## config.mk

```make
export PLATFORM = sky130hd
export DESIGN_NAME = uart_word_tx_flat
export DESIGN_NICKNAME = d
export VERILOG_FILES = /design/src/rtl/uart_word_tx_if.sv /design/src/rtl/uart_word_tx.sv /design/src/flat_wrapper.sv
export SDC_FILE = /design/constraint.sdc
export NUM_CORES = 1
export LEC_CHECK = 0
export ABC_AREA = 1
export CAP_MARGIN = 40
export CORE_UTILIZATION = 25
export DETAILED_ROUTE_END_ITERATION = 8
export SYNTH_ARGS = -nofsm -noshare
export SYNTH_HDL_FRONTEND = slang
export SYNTH_SLANG_ARGS = --single-unit
```

## constraint.sdc

```tcl
create_clock -name clk -period 2.9 [get_ports clk]
set_clock_uncertainty 0.05 [all_clocks]
set_input_delay 0.29 -clock clk [delete_from_list [all_inputs] [get_ports clk]]
set_output_delay 0.29 -clock clk [all_outputs]
set_load 0.05 [all_outputs]
```

## src/rtl/uart_word_tx_if.sv

```systemverilog
// uart_word_tx_if: word-load handshake and serial/status outputs of uart_word_tx.
interface uart_word_tx_if;
  logic [31:0] word_in;
  logic        start;
  logic        tx;
  logic        busy;
  logic        done;
  modport master (output word_in, start, input tx, busy, done);
  modport slave  (input word_in, start, output tx, busy, done);
endinterface

```

## src/rtl/uart_word_tx.sv

```systemverilog
// uart_word_tx: sends a 32-bit word as NUM_BYTES back-to-back 8N1 UART frames, low byte first.
module uart_word_tx #(
  parameter int BAUD_DIV  = 10417,
  parameter int NUM_BYTES = 4
) (
  input logic           clk,
  input logic           reset,
  uart_word_tx_if.slave bus
);
  localparam int CW = $clog2(BAUD_DIV);
  localparam logic [CW-1:0] LAST_CNT = CW'(BAUD_DIV - 1);
  localparam logic [1:0] LAST_BYTE = 2'(NUM_BYTES - 1);
  typedef enum logic [1:0] {IDLE, START_BIT, DATA_BITS, STOP_BIT} state_t;
  state_t state, state_n;
  logic [CW-1:0] cnt, cnt_n;
  logic [31:0] sh, sh_n;
  logic [2:0] bit_idx, bit_n;
  logic [1:0] byte_idx, byte_n;
  logic tx_q, tx_n, busy_q, busy_n, done_q, done_n;
  logic tick;
  assign tick = cnt == LAST_CNT;
  always_ff @(posedge clk or negedge reset)
    if (!reset) begin
      state    <= IDLE;
      cnt      <= '0;
      sh       <= '0;
      bit_idx  <= '0;
      byte_idx <= '0;
      tx_q     <= 1'b1;
      busy_q   <= 1'b0;
      done_q   <= 1'b0;
    end else begin
      state    <= state_n;
      cnt      <= cnt_n;
      sh       <= sh_n;
      bit_idx  <= bit_n;
      byte_idx <= byte_n;
      tx_q     <= tx_n;
      busy_q   <= busy_n;
      done_q   <= done_n;
    end
  // tx is computed one cycle ahead so the line changes only on a bit boundary edge
  always_comb begin
    state_n = state;
    cnt_n   = cnt;
    sh_n    = sh;
    bit_n   = bit_idx;
    byte_n  = byte_idx;
    tx_n    = tx_q;
    busy_n  = busy_q;
    done_n  = 1'b0;
    if (state == IDLE) begin
      if (bus.start) begin
        state_n = START_BIT;
        cnt_n   = '0;
        sh_n    = bus.word_in;
        bit_n   = '0;
        byte_n  = '0;
        tx_n    = 1'b0;
        busy_n  = 1'b1;
      end
    end else begin
      cnt_n = tick ? '0 : cnt + 1'b1;
      if (tick)
        case (state)
          START_BIT: begin
            state_n = DATA_BITS;
            tx_n    = sh[0];
            sh_n    = sh >> 1;
            bit_n   = '0;
          end
          DATA_BITS:
            if (bit_idx == 3'd7) begin
              state_n = STOP_BIT;
              tx_n    = 1'b1;
            end else begin
              tx_n  = sh[0];
              sh_n  = sh >> 1;
              bit_n = bit_idx + 3'd1;
            end
          STOP_BIT:
            if (byte_idx == LAST_BYTE) begin
              state_n = IDLE;
              busy_n  = 1'b0;
              done_n  = 1'b1;
            end else begin
              state_n = START_BIT;
              tx_n    = 1'b0;
              byte_n  = byte_idx + 2'd1;
            end
          default: ;
        endcase
    end
  end
  assign bus.tx   = tx_q;
  assign bus.busy = busy_q;
  assign bus.done = done_q;
endmodule

```

## src/flat_wrapper.sv

```systemverilog
// flat-port wrapper written by rule: the top's interface ports become plain ports
module uart_word_tx_flat 
#(
  parameter int BAUD_DIV  = 10417,
  parameter int NUM_BYTES = 4
)
  (clk, reset, bus_word_in, bus_start, bus_tx, bus_busy, bus_done);
  uart_word_tx_if bus_i ();
  input logic clk;
  input logic reset;
  input wire logic [$bits(bus_i.word_in)-1:0] bus_word_in;
  input wire logic [$bits(bus_i.start)-1:0] bus_start;
  output wire logic [$bits(bus_i.tx)-1:0] bus_tx;
  output wire logic [$bits(bus_i.busy)-1:0] bus_busy;
  output wire logic [$bits(bus_i.done)-1:0] bus_done;
  assign bus_i.word_in = bus_word_in;
  assign bus_i.start = bus_start;
  assign bus_tx = bus_i.tx;
  assign bus_busy = bus_i.busy;
  assign bus_done = bus_i.done;
  uart_word_tx #(.BAUD_DIV(BAUD_DIV), .NUM_BYTES(NUM_BYTES)) u_core (.clk(clk), .reset(reset), .bus(bus_i));
endmodule
```

==> summary.md, run 1 <==
| Metric | Value |
|---|---|
| Run status | `finished clean` |
| Deepest clock path buffer count | `2` |
| Pre-antenna DRT Iters | `4` |
| CTS buffer count | `5` |
| Type of element launching the critical path | `flop` |
| CP cell instances | `inv_1 -> ha_1 -> inv_2 -> nor2_1 -> buf_4 -> inv_2 -> nand3_4 -> nand2_1 -> nand2_1` |
| Maximum achievable frequency | `430 MHz` |
| Highest ir drop seen on vdd | `372 uV` |
| Remaining max-slew budget at the tightest pin | `0.504` |
| Final-stage net count | `505` |
| CP Data Required Time | `between 3 and 4 ns` |
| Post-route fraction of the period consumed by the critical path | `0.801` |
| Most frequent cells in the layout | `nand2_1 (221), dfrtp_1 (55), nand4_1 (42), clkdlybuf4s50_1 (36), inv_1 (19)` |
| Cell Rows | `40` |
| Power per cell area | `a little over 900 mW/mm^2` |
| Vias | `2790` |
| Total DRC errors in the routed layout | `0` |
| Tot GR Track Use | `0.126` |
| Hold WC Path Type | `input pin to async pin` |
| Initial antenna violation count | `0` |
| Standard cell core area | `0.0122 sq mm` |
| Top-Level Pins | `38` |
| Chip Width | `114 um` |
| Total negative setup slack | `0 ns` |
| Bufs and invs on worst path | `4` |
| Cell class contributing the biggest share of worst-path delay | `buffers and inverters` |
| RSZ-0062 raised after global routing | `no` |
| Post-cts gate resize count | `0` |
| Synthesized instance count | `~430` |
| Clk slew on worst S/H paths | `0.07 ns` |
| Average vias per placed instance | `4.42` |
| Standard cell with the maximum stage delay on the critical path | `nand3_4` |
| Net count after synthesis | `477` |
| Worst hold margin | `about 0.07 ns` |
| Remaining Overflow, GRT | `0` |
| Share of async-settable or async-resettable flops after synthesis | `1.00` |
| Port Buffers | `37` |
| Synth Register Bits | `56` |
| Hold-fix buffer count after cts | `0` |
| Yosys synthesis warning count | `0` |
| Effective utilization at floorplan | `0.259` |
| Number of enable-type register cells in the synthesized netlist | `0` |
| Post-CTS setup buffers | `0` |
| Clock tree root driver cell | `clkbuf_16` |
| Initial DRC count | `189` |
| Synthesized area | `0.00315 sq mm` |
| Number of global-route vias before repair | `2871` |
| Floorplan die area | `~0.013 sq mm` |
| Setup crit end kind | `flop` |
| Count of distinct cell types in the synthesized netlist | `27` |
| Final antenna-violating net count | `0` |
| Synthesis-to-finish area growth | `20.5%` |
| Number of H-tree branching levels | `2` |
| Avg WL per Cell | `11.9 um` |
| Final Critical Period | `2.32 ns` |
| Post-detailed-placement half-perimeter wirelength | `between 4000 and 5000 um` |
| Number of sinks on the clock net | `56` |
| Fraction of layout cells with a size suffix above 1 | `0.0540` |
| CTS tree | `done` |
| Critical path data arrival time | `2.45 ns` |
| Slew at the pin closest to its max-slew limit | `0.744 ns` |
| Worst-path fanout max | `35` |
| Commonest non-fill, non-tap cell in the layout | `nand2_1` |
| Final Routed Wirelength | `about 7500 um` |
| Utilization after layout | `0.312` |
| Static leakage | `0.00192 uW` |
| Total inserted antenna cells | `0` |
| Global-route wire length before repair | `approximately 13000 um` |
| Mean instance size in the synthesized netlist | `7.26 sq um` |
| Register area share after synthesis | `0.445` |
| Flip-flop cell with the highest count after synthesis | `dfrtp_1` |
| Largest net degree at the start of global routing | `57` |
| Overall die height | `114 um` |
| Skew-Pair Late Insertion Delay | `0.29 ns` |
| Max Transition Viols Final | `0` |
| Path type of the worst setup path | `flop to flop` |
| Final hold vios | `0` |
| Final setup viols | `0` |
| Crit-path max cell delay | `0.45 ns` |
| Max cap viols | `0` |
| Placer congestion estimate | `roughly 0.78` |
-- synthesized netlist by cell type, types with 2 or more instances --
library cell | n | area share
a21oi_1 | 2 | 0.0032
buf_1 | 2 | 0.0024
buf_2 | 15 | 0.024
buf_6 | 3 | 0.011
clkbuf_1 | 3 | 0.0036
dfrtp_1 | 55 | 0.44
ha_1 | 8 | 0.032
inv_1 | 19 | 0.023
inv_2 | 4 | 0.0048
nand2_1 | 221 | 0.26
nand3_1 | 17 | 0.027
nand4_1 | 42 | 0.083
nor2_1 | 18 | 0.021
o21ai_0 | 7 | 0.011
o21bai_1 | 2 | 0.0048
o22ai_1 | 3 | 0.0060
xor2_1 | 3 | 0.0083
-- final timing paths --
kind,startpoint,endpoint,slack [ns],depth (start not counted)
worst min register to register,u_core.bus.tx,u_core.bus.tx,0.41,2
min in group clk,u_core.bus.tx,u_core.bus.tx,0.41,2
worst max register to register,u_core.state[1],u_core.sh[13],0.58,9
max in group asynchronous,reset,u_core.sh[21],2.22,2
worst min-delay path,reset,u_core.cnt[10],0.07,2
worst max-delay path,u_core.state[1],u_core.sh[13],0.58,9
-- layout make-up --
type,instances,area (sq um)
clock buffer,6,129
clock inverter,2,16.3
fill,1304,8360
inverter,23,86.3
multi-input combinational,331,1530
sequential,56,1400
tap,168,210
timing repair buffer,45,425
-- kinds of logic after synthesis --
| group | after synthesis | synth area share |
|---|---|---|
| buffers and inverters | 47 | 0.0703 |
| DFF | 56 | 0.445 |
| adders and majority gates | 8 | 0.0318 |
| AOI/OAI and AO/OA | 17 | 0.0357 |
| and+or+nand+nor | 302 | 0.406 |
| xor gates and xnor gates | 4 | 0.0111 |
-- power by group --
group	internal (uW)	leakage [uW]	switching, uW
clock network	323	0.0000671	290
registers	1050	0.000727	162
logic	532	0.00113	1100
-- metrics by stage --
stage | instances | area [sq um] | power [uW] | setup slack (ns)
final | 631 | 3800 | 3460 | 0.576
after global routing | 631 | 3800 | 3810 | 0.328
after CTS | 631 | 3800 | 3500 | 0.576
after detailed placement | 623 | 3650 | 2880 | 0.575
after global placement | 623 | 3650 | 2830 | 0.605
after floorplan | 434 | 3150 | 2520 | 1.22
-- routing by layer --
metal	wire, um	global-route usage	up-vias	share of wire
met1	3630	0.160	1285	0.48
li1	-	-	1452	-
met5	0	0	-	0
met3	220	0.0233	9	0.029
met2	3580	0.214	44	0.48
met4	80	0.0433	0	0.011
-- registers in the layout, indices dropped and copies added, names as in the netlist --
register,count
u_core.cnt,14
u_core.state,2
u_core.bus.done,1
u_core.bit_idx,3
u_core.bus.tx,1
u_core.bus.busy,1
u_core.sh,32
u_core.byte_idx,2
(Power assumes the default switching activity.)
==> run 2, diff against run 1 <==
==> constraint.sdc (replaced) <==
create_clock -name clk -period 2.3 [get_ports clk]
set_clock_uncertainty 0.05 [all_clocks]
set_input_delay 0.23 -clock clk [delete_from_list [all_inputs] [get_ports clk]]
set_output_delay 0.23 -clock clk [all_outputs]
set_load 0.05 [all_outputs]
==> run 2 against run 1 <==
Effect of this change:
- cell count increased by 0.63%
- non-clock buffer count increased by 4
- sequential cell count unchanged
- utilization increased by 0.27 points
- setup slack got worse by 0.22 ns
- design area increased by 0.86%
- via count increased by 2.4%
- register-to-register slack got worse by 0.22 ns
- worst hold slack got worse by 0.043 ns
- wire length decreased by 0.35%
- critical path type unchanged
- largest cell class unchanged
- power increased by 28%
- sequential share of layout area decreased by 0.31 points
==> summary.md, run 2 (same netlist as run 1, synthesis figures left out) <==
| Metric | Value |
|---|---|
| Run status | `finished clean` |
| Pre-antenna DRT Iters | `4` |
| Post-layout power | `4420 uW` |
| Sequential power share | `0.343` |
| Standard cell with the maximum stage delay on the critical path | `dfrtp_1` |
| Port Buffers | `37` |
| Max Transition Viols Final | `0` |
| Internal power component | `2450 uW` |
| Max cap viols | `0` |
| Final Critical Period | `1.94 ns` |
| Net Sw Power | `1970 uW` |
| Bufs and invs on worst path | `3` |
| Cell Rows | `40` |
| Number of H-tree branching levels | `2` |
| Fraction of power spent switching nets | `0.446` |
| Number of standard cells in the layout, taps in and fillers out | `635` |
| Worst flop-to-flop path startpoint | `u_core.state[0]` |
| Setup ws final | `0.357 ns` |
| Worst-path fanout max | `35` |
| Most frequent cells in the layout | `nand2_1 (221), dfrtp_1 (55), nand4_1 (42), clkdlybuf4s50_1 (36), inv_1 (19)` |
| Slack of the worst reg-to-reg path | `0.36 ns` |
| Flip-flop count of the largest register, all copies and words added | `32` |
| Critical path data arrival time | `2.08 ns` |
| Largest registers | `u_core.sh x32, u_core.cnt x14, u_core.bit_idx x3` |
| Final-stage net count | `509` |
| CP dominant cell by count | `nand2_1` |
| Skew-Pair Late Insertion Delay | `0.30 ns` |
| Avg WL per Cell | `between 10 and 15 um` |
| Initial antenna violation count | `0` |
| Maximum achievable frequency | `515 MHz` |
| Vias | `2857` |
| Remaining max-slew budget at the tightest pin | `0.519` |
| Global-route wire length before repair | `13100 um` |
| Register name with the most flops | `u_core.sh` |
| Post-route fraction of the period consumed by the critical path | `0.845` |
| Hold-fix buffer count after cts | `0` |
| Floorplan die area | `0.0131 sq mm` |
| Met2 usage | `0.214` |
| Number of global-route vias before repair | `2852` |
| Deepest clock path buffer count | `2` |
| Slew at the pin closest to its max-slew limit | `approximately 0.7 ns` |
| RR Endpoint | `u_core.sh[15]` |
| Synthesis-to-finish area growth | `21.5%` |
| Post-detailed-placement half-perimeter wirelength | `5120 um` |
| CTS tree | `done` |
| Commonest non-fill, non-tap cell in the layout | `nand2_1` |
| Worst setup slack after placement | `roughly 0.36 ns` |
| CP cell instances | `inv_1 -> ha_1 -> inv_2 -> buf_4 -> a31oi_4 -> nand3_4 -> nand2_1 -> nand2_1` |
| Final hold vios | `0` |
| Met3 track demand over resource | `0.0191` |
| Overall die height | `114 um` |
| Post-cts gate resize count | `0` |
| Effective utilization at floorplan | `0.259` |
| Total negative setup slack | `0 ns` |
| Path type of the worst setup path | `flop to flop` |
| Logic pwr share | `0.479` |
| Placer congestion estimate | `0.820` |
| Fraction of layout cells with a size suffix above 1 | `0.0642` |
| Static leakage | `around 0.002 uW` |
| CP Data Required Time | `~2.4 ns` |
| Largest net degree at the start of global routing | `57` |
| Cell class contributing the biggest share of worst-path delay | `simple AND/OR/NAND/NOR gates` |
| Average vias per placed instance | `between 4 and 5` |
| Total inserted antenna cells | `0` |
| Top-Level Pins | `38` |
| Crit-path max cell delay | `0.40 ns` |
| Power per cell area | `roughly 1200 mW/mm^2` |
| Hold WC Path Type | `input pin to async pin` |
| GR peak layer | `met2` |
| Chip Width | `114 um` |
| Standard cell core area | `0.0122 sq mm` |
| Number of sinks on the clock net | `56` |
| Count of placed standard cells including taps | `627` |
| Post-CTS setup buffers | `0` |
| Final antenna-violating net count | `0` |
| Initial DRC count | `206` |
| Type of element launching the critical path | `flop` |
| Highest ir drop seen on vdd | `approximately 400 uV` |
| Depth of the most critical reg-to-reg path | `8` |
| Final Routed Wirelength | `7490 um` |
| Setup crit end kind | `flop` |
| Remaining Overflow, GRT | `0` |
| Total DRC errors in the routed layout | `0` |
| RSZ-0062 raised after global routing | `no` |
| M1 GR Usage | `0.159` |
| Portion of total power attributed to the clock network | `0.178` |
| Tot GR Track Use | `0.123` |
| Clock tree root driver cell | `clkbuf_16` |
| CTS buffer count | `5` |
| Final setup viols | `0` |
| Clk slew on worst S/H paths | `approximately 0.08 ns` |
==> run 2: cell types whose count changed in the layout (fill, tap and decap cells not counted), sizes merged <==
cell,delta
buf,+4
clkinvlp,-1
clkbuf,-1
clkinv,+1
inv,+1
==> run 2: worst max-delay path by stage <==
stage	end	cells past startpoint	slack [ns]	from
final	u_core.sh[15]	8	0.36	u_core.state[0]
after global routing	u_core.sh[16]	8	0.16	u_core.state[0]
after CTS	u_core.sh[16]	8	0.35	u_core.state[0]
after detailed placement	u_core.sh[3]	8	0.36	u_core.state[0]
after global placement	u_core.sh[11]	6	0.40	bus_start
after floorplan	u_core.bit_idx[0]	6	0.62	u_core.bit_idx[0]
==> run 2: power groups by stage <==
stage                     registers, uW  clock network (uW)  logic (uW)
after global routing               1560                 850        2460
after floorplan                    1510                   0        1660
after global placement             1520                   0        2090
after detailed placement           1530                   0        2150
final                              1520                 785        2120
after CTS                          1510                 813        2150
==> run 2: routing by layer <==
metal  wire length [um]  up-vias  share of wire
met3                255        7          0.034
met1               3590     1339           0.48
met2               3570       52           0.48
met4                 68        0         0.0091
met5                  0        -              0
li1                   -     1459              -
==> run 2: area by class of cell <==
type / instances / area [sq um]
Sequential cell: 56 / 1400
Clock buffer: 5 / 125
Multi-Input combinational cell: 331 / 1530
Inverter: 23 / 86.3
Fill cell: 1314 / 8330
Tap cell: 168 / 210
Timing Repair Buffer: 49 / 455
Clock inverter: 3 / 22.5
==> run 2: through the flow <==
| step | util | hold slack (ns) | area [sq um] |
|---|---|---|---|
| 4_1_cts | 0.315 | 0.0547 | 3830 |
| 5_1_grt | 0.315 | 0.0867 | 3830 |
| 2_1_floorplan | - | -0.116 | 3150 |
| 6_report | 0.315 | 0.0270 | 3830 |
| 3_3_place_gp | 0.303 | 0.368 | 3680 |
| 3_5_place_dp | 0.303 | 0.381 | 3680 |
